## config.mk

```make
export PLATFORM = sky130hd
export DESIGN_NAME = gray_clk_monitor
export DESIGN_NICKNAME = d
export VERILOG_FILES = /design/src/rtl/gray_clk_monitor.sv
export SDC_FILE = /design/constraint.sdc
export NUM_CORES = 1
export LEC_CHECK = 0
export CAP_MARGIN = 20
export CORE_AREA = 3 3 97 168
export CTS_CLUSTER_DIAMETER = 40
export DETAILED_ROUTE_END_ITERATION = 16
export DIE_AREA = 0 0 100 171
export SLEW_MARGIN = 10
export SYNTH_ARGS = -nofsm -noshare
export SYNTH_HDL_FRONTEND = slang
export SYNTH_SLANG_ARGS = --single-unit
```

## constraint.sdc

```tcl
create_clock -name clk_master -period 5.6 [get_ports clk_master]
set_input_delay 1.12 -clock clk_master [delete_from_list [all_inputs] [get_ports clk_master]]
set_output_delay 1.12 -clock clk_master [all_outputs]
set_load 0.01 [all_outputs]
```

## src/rtl/gray_clk_monitor.sv

```systemverilog
// Gray clock bus monitor: decodes the bus to binary phase, checks every
// transition for a legal +1 gray step, tracks lock, counts errors, times q_sine.
// Ports: clk_master/rstb clock and async reset; gray_clk/q_sine monitored inputs;
// tick_sel picks the tick bit; err_clr clears err_count; phase_bin/tick/wrap/err
// pulses; err_count, locked, sine_period/sine_valid status.
module gray_clk_monitor #(
  parameter int WIDTH      = 11,
  parameter int LOCK_STEPS = 4,
  parameter int ERR_W      = 8,
  parameter int PER_W      = 16
) (
  input  logic             clk_master,
  input  logic             rstb,
  input  logic [WIDTH-1:0] gray_clk,
  input  logic             q_sine,
  input  logic [3:0]       tick_sel,
  input  logic             err_clr,
  output logic [WIDTH-1:0] phase_bin,
  output logic             tick,
  output logic             wrap,
  output logic             err,
  output logic [ERR_W-1:0] err_count,
  output logic             locked,
  output logic [PER_W-1:0] sine_period,
  output logic             sine_valid
);

  typedef enum logic [1:0] {
    UNLOCKED,
    ACQUIRE,
    LOCKED
  } state_t;

  localparam logic [3:0] LOCK_N = 4'(LOCK_STEPS);

  state_t           state, state_n;
  logic [3:0]       step_cnt, step_cnt_n;
  logic [WIDTH-1:0] g1, g1_d;
  logic [WIDTH-1:0] b1, b1_d, diff;
  logic [15:0]      gx, gdx;
  logic             s1, s1_d;
  logic             first, s_seen;
  logic [PER_W-1:0] per_cnt;
  logic             chg, one_hot, legal, illegal;
  logic             in_rng, tick_n;

  function automatic logic [WIDTH-1:0] g2b(input logic [WIDTH-1:0] g);
    logic [WIDTH-1:0] b;
    b[WIDTH-1] = g[WIDTH-1];
    for (int i = WIDTH - 2; i >= 0; i--)
      b[i] = b[i+1] ^ g[i];
    return b;
  endfunction

  assign b1      = g2b(g1);
  assign b1_d    = g2b(g1_d);
  assign diff    = g1 ^ g1_d;
  assign chg     = first && (diff != '0);
  assign one_hot = (diff & (diff - WIDTH'(1))) == '0;
  assign legal   = chg && one_hot
                && (b1 == b1_d + WIDTH'(1));
  assign illegal = chg && !legal;

  // Zero-padded copies so tick_sel beyond the bus stays in range.
  assign gx     = 16'(g1);
  assign gdx    = 16'(g1_d);
  assign in_rng = 32'(tick_sel) < WIDTH;
  assign tick_n = in_rng && gx[tick_sel] && !gdx[tick_sel];

  always_comb begin
    state_n    = state;
    step_cnt_n = step_cnt;
    unique case (state)
      UNLOCKED: begin
        if (legal) begin
          step_cnt_n = 4'd1;
          state_n    = (LOCK_N <= 4'd1) ? LOCKED : ACQUIRE;
        end
      end
      ACQUIRE: begin
        if (illegal) begin
          state_n    = UNLOCKED;
          step_cnt_n = '0;
        end else if (legal) begin
          step_cnt_n = step_cnt + 4'd1;
          if (step_cnt_n == LOCK_N)
            state_n = LOCKED;
        end
      end
      LOCKED: begin
        if (illegal) begin
          state_n    = UNLOCKED;
          step_cnt_n = '0;
        end
      end
      default: begin
        state_n    = UNLOCKED;
        step_cnt_n = '0;
      end
    endcase
  end

  always_ff @(posedge clk_master or negedge rstb) begin
    if (!rstb) begin
      g1          <= '0;
      g1_d        <= '0;
      s1          <= 1'b0;
      s1_d        <= 1'b0;
      first       <= 1'b0;
      state       <= UNLOCKED;
      step_cnt    <= '0;
      phase_bin   <= '0;
      tick        <= 1'b0;
      wrap        <= 1'b0;
      err         <= 1'b0;
      err_count   <= '0;
      locked      <= 1'b0;
      s_seen      <= 1'b0;
      per_cnt     <= '0;
      sine_period <= '0;
      sine_valid  <= 1'b0;
    end else begin
      first <= 1'b1;
      g1    <= gray_clk;
      // First sample after reset seeds both copies: a fresh baseline.
      g1_d  <= first ? g1 : gray_clk;
      s1    <= q_sine;
      s1_d  <= s1;

      state     <= state_n;
      step_cnt  <= step_cnt_n;
      locked    <= (state_n == LOCKED);
      phase_bin <= b1;
      tick      <= tick_n;
      wrap      <= legal && (b1 == '0);
      err       <= illegal;

      if (err_clr)
        err_count <= '0;
      else if (illegal && (err_count != '1))
        err_count <= err_count + ERR_W'(1);

      if (s1 && !s1_d) begin
        per_cnt <= '0;
        s_seen  <= 1'b1;
        if (s_seen) begin
          sine_period <= (per_cnt == '1) ? per_cnt
                       : per_cnt + PER_W'(1);
          sine_valid  <= 1'b1;
        end
      end else if (per_cnt != '1) begin
        per_cnt <= per_cnt + PER_W'(1);
      end
    end
  end

endmodule

```

==> impl_metrics.py <==
metrics = {
    "status": {
        "status": "completed",
    },
    "floorplan": {
        "start_util_pct": 29.8,
        "ioPinCount": 59,
        "die_area_um2": 17100,
        "die_x_um": 100,
        "core_area_um2": 15000,
        "rows": 59,
        "dieHeight_um": 171,
    },
    "min_path": {
        "min_path_type": "register to register",
        "min-delay-start": "s1",
    },
    "timing": {
        "period_share_pct": 95.5,
        "slew_viol_final": 0,
        "tightestPinTransition_ns": 0.923,
        "hold_viol": 0,
        "fin_ws_ns": 0.252,
        "setup_viol": 0,
        "clock_skew_ns": 0.00823,
        "clock.fmax_ghz": 0.187,
        "timing.final.crit_period_ns": 5.35,
        "maxSlewHeadroom_pct": 38.3,
    },
    "grt": {
        "grt_pass1_wl_mm": 17.2,
        "grt-ovfl-total": 0,
        "antenna_found_initial": 0,
        "track_usage_pct": 12.7,
        "grt_max_degree": 70,
        "grt_pass1_vias": 3606,
    },
    "drt": {
        "wire_per_inst_um": 14.6,
        "route.vias.total": 3374,
        "drc": 0,
        "ant_nets": 0,
        "dr.pass1.iters": 8,
        "avgViaCountPerCell": 4.85,
        "first_iter_violations": 79,
        "routed_wl_mm": 10.2,
    },
    "logic_synthesis": {
        "async_flop_share_pct": 100,
        "synth_seq_area_share_pct": 49.3,
        "yosysMostFrequentCell": "dfrtp_1",
        "synth_edf_count": 0,
        "synth_area_leaders": "dfrtp_1, xor2_1, ha_1",
        "synth_top_cell_by_area": "dfrtp_1",
        "syn_nets": 474,
        "netlist_instances": 438,
        "ys_ff_latch": 88,
        "ys.flop_type": "dfrtp_1",
        "synth.avg_cell_area_um2": 10.2,
        "synth_top_area_share_pct": 49.3,
        "synth_area_um2": 4470,
        "yosys_warnings": 0,
        "ys_types": 53,
        "synthTopCellsByCount": "dfrtp_1, inv_1, nor2_1",
    },
    "worst_setup_path": {
        "worstSetupPathType": "register to register",
        "arrival_ns": 5.57,
        "endpoint_kind": "register",
        "crit_path_max_fanout": 10,
        "start_kind": "register",
        "required_ns": 5.82,
        "crit_path_start": "g1_d[10]",
        "reg2reg_from": "g1_d[10]",
    },
    "finish": {
        "finish.utilization_pct": 37.7,
        "n_fill_cell": 1509,
        "nNetsFinal": 543,
        "multi_input_area_um2": 2100,
        "seqCellArea_um2": 2200,
        "insertedDiodeCount": 0,
        "design_area_um2": 5650,
        "drive_gt1_share_pct": 10.7,
        "area_growth_pct": 26.3,
    },
    "clock_tree": {
        "tritoncts": "yes",
        "cts.clk_slew.worst_paths_ns": 0.07,
        "clk_latency_ns": 0.35,
        "cts_sinks": 88,
        "cts_root_buffer": "clkbuf_16",
        "cts-hold-fix-buffers": 0,
        "cts_buffers": 9,
        "h-tree-depth": 3,
        "cts_buffer_depth": 2,
    },
    "power_and_ir_drop": {
        "power.density_nw_per_um2": 331,
        "max-vdd-ir-drop_uv": 173,
        "leakage_uw": 0.00246,
    },
    "place": {
        "placed_area_um2": 5310,
        "gp_congestion": 0.922,
        "place_ws_ns": 0.113,
        "dp_hpwl_mm": 7.75,
        "port_buffers": 58,
    },
    "run": {
        "cap_violations": 0,
    },
}
==> cell type report <==
class | count | share of cell area, %
timing repair buffer | 71 | 12.0
sequential | 88 | 39.0
clock inverter | 7 | 1.35
multi-input combinational | 301 | 37.2
clock buffer | 9 | 3.99
tap | 183 | 4.06
inverter | 36 | 2.39
==> sequential cells by signal (all words and copies together), names as in the netlist <==
name,cells
err,1
err_count,8
first,1
g1,11
g1_d,11
locked,1
per_cnt,16
phase_bin,11
s1,1
s1_d,1
s_seen,1
sine_period,16
sine_valid,1
state,2
step_cnt,4
tick,1
wrap,1
==> metal layers <==
layer / GRT usage (%) / vias up / wire [um]
met5: 0 / - / 0
met4: 5.40 / 0 / 270
met3: 2.45 / 22 / 291
met2: 24.2 / 61 / 5690
met1: 13.2 / 1646 / 3930
li1: - / 1645 / -
==> stage by stage <==
| stage | hold slack (ns) | setup TNS, ns | total power, uW | std cells |
|---|---|---|---|---|
| 3_5_place_dp | 0.372 | 0 | 1260 | 678 |
| 6_report | 0.385 | 0 | 1870 | 695 |
| 4_1_cts | 0.387 | 0 | 1880 | 694 |
| 2_1_floorplan | 0.347 | 0 | 1040 | 438 |
| 3_3_place_gp | 0.358 | 0 | 1250 | 678 |
| 5_1_grt | 0.406 | -0.00911 | 1970 | 695 |
==> worst paths after layout <==
check	to	slack (ns)	cells after the start
min in group asynchronous	sine_period[6]	0.64	1
max in group asynchronous	g1_d[10]	3.79	2
max	err_count[5]	0.25	25
max reg2reg	err_count[5]	0.25	25
min	s1_d	0.38	0
min reg2reg	s1_d	0.38	0
==> power breakdown <==
group | switching (uW) | leakage, uW | internal [uW] | total, uW
logic | 269 | 0.00121 | 252 | 521
clock network | 260 | 0.000143 | 349 | 610
registers | 43.4 | 0.00111 | 695 | 739
==> critical path: stages, from the launching register on <==
cell and delay [ns]:
dfrtp_2 0.44, xor2_1 0.15, ha_1 0.31, inv_1 0.05, ha_1 0.30, inv_1 0.05, ha_1 0.30, inv_1 0.05
ha_1 0.26, inv_1 0.06, ha_1 0.31, inv_1 0.05, ha_1 0.29, inv_1 0.05, ha_1 0.30, inv_1 0.05
ha_1 0.27, inv_1 0.04, ha_1 0.22, xnor2_1 0.16, nor3_1 0.28, o21ai_0 0.21, a211oi_1 0.28, and4_4 0.34
nor3b_1 0.08, mux2_1 0.34
==> placed cells by master, fill, tap and decap left out, drive strengths merged, types with 2 or more instances in the layout <==
master	netlist	routed
dfrtp	88	88
clkdlybuf4s50	0	57
inv	36	39
nor2	32	32
nand2	30	30
xor2	30	30
o21ai	27	27
nand3	25	25
ha	17	17
buf	3	14
xnor2	14	14
mux2	14	14
a21oi	11	11
clkbuf	10	9
and3	8	8
nor2b	8	8
nor4	8	8
a211oi	7	7
nand2b	7	7
nor3	6	6
nand4	6	6
a31oi	6	6
nor3b	5	5
o211ai	4	4
o31ai	4	4
mux2i	4	4
a311oi	3	3
or4	3	3
and2	3	3
or3	2	2
a22oi	2	2
or2	2	2
clkinvlp	0	2
and4b	2	2
==> repair_timing <==
action	CTS	global route
buffers inserted	0	1
setup endpoints to repair	0	15
gates resized for setup	0	8
==> cell families (layout without fill, tap and decap cells) <==
family	Yosys count	in the layout	share of synthesized area (%)
other cells	1	1	0.0839
compound gates	69	69	9.54
flops	88	88	49.3
simple gates	151	151	17.8
xor+xnor	45	45	9.80
fa+ha+maj	17	17	4.76
mux	18	18	4.42
buf+inv	49	123	4.31
No activity file was read; power rests on OpenSTA's default activity.
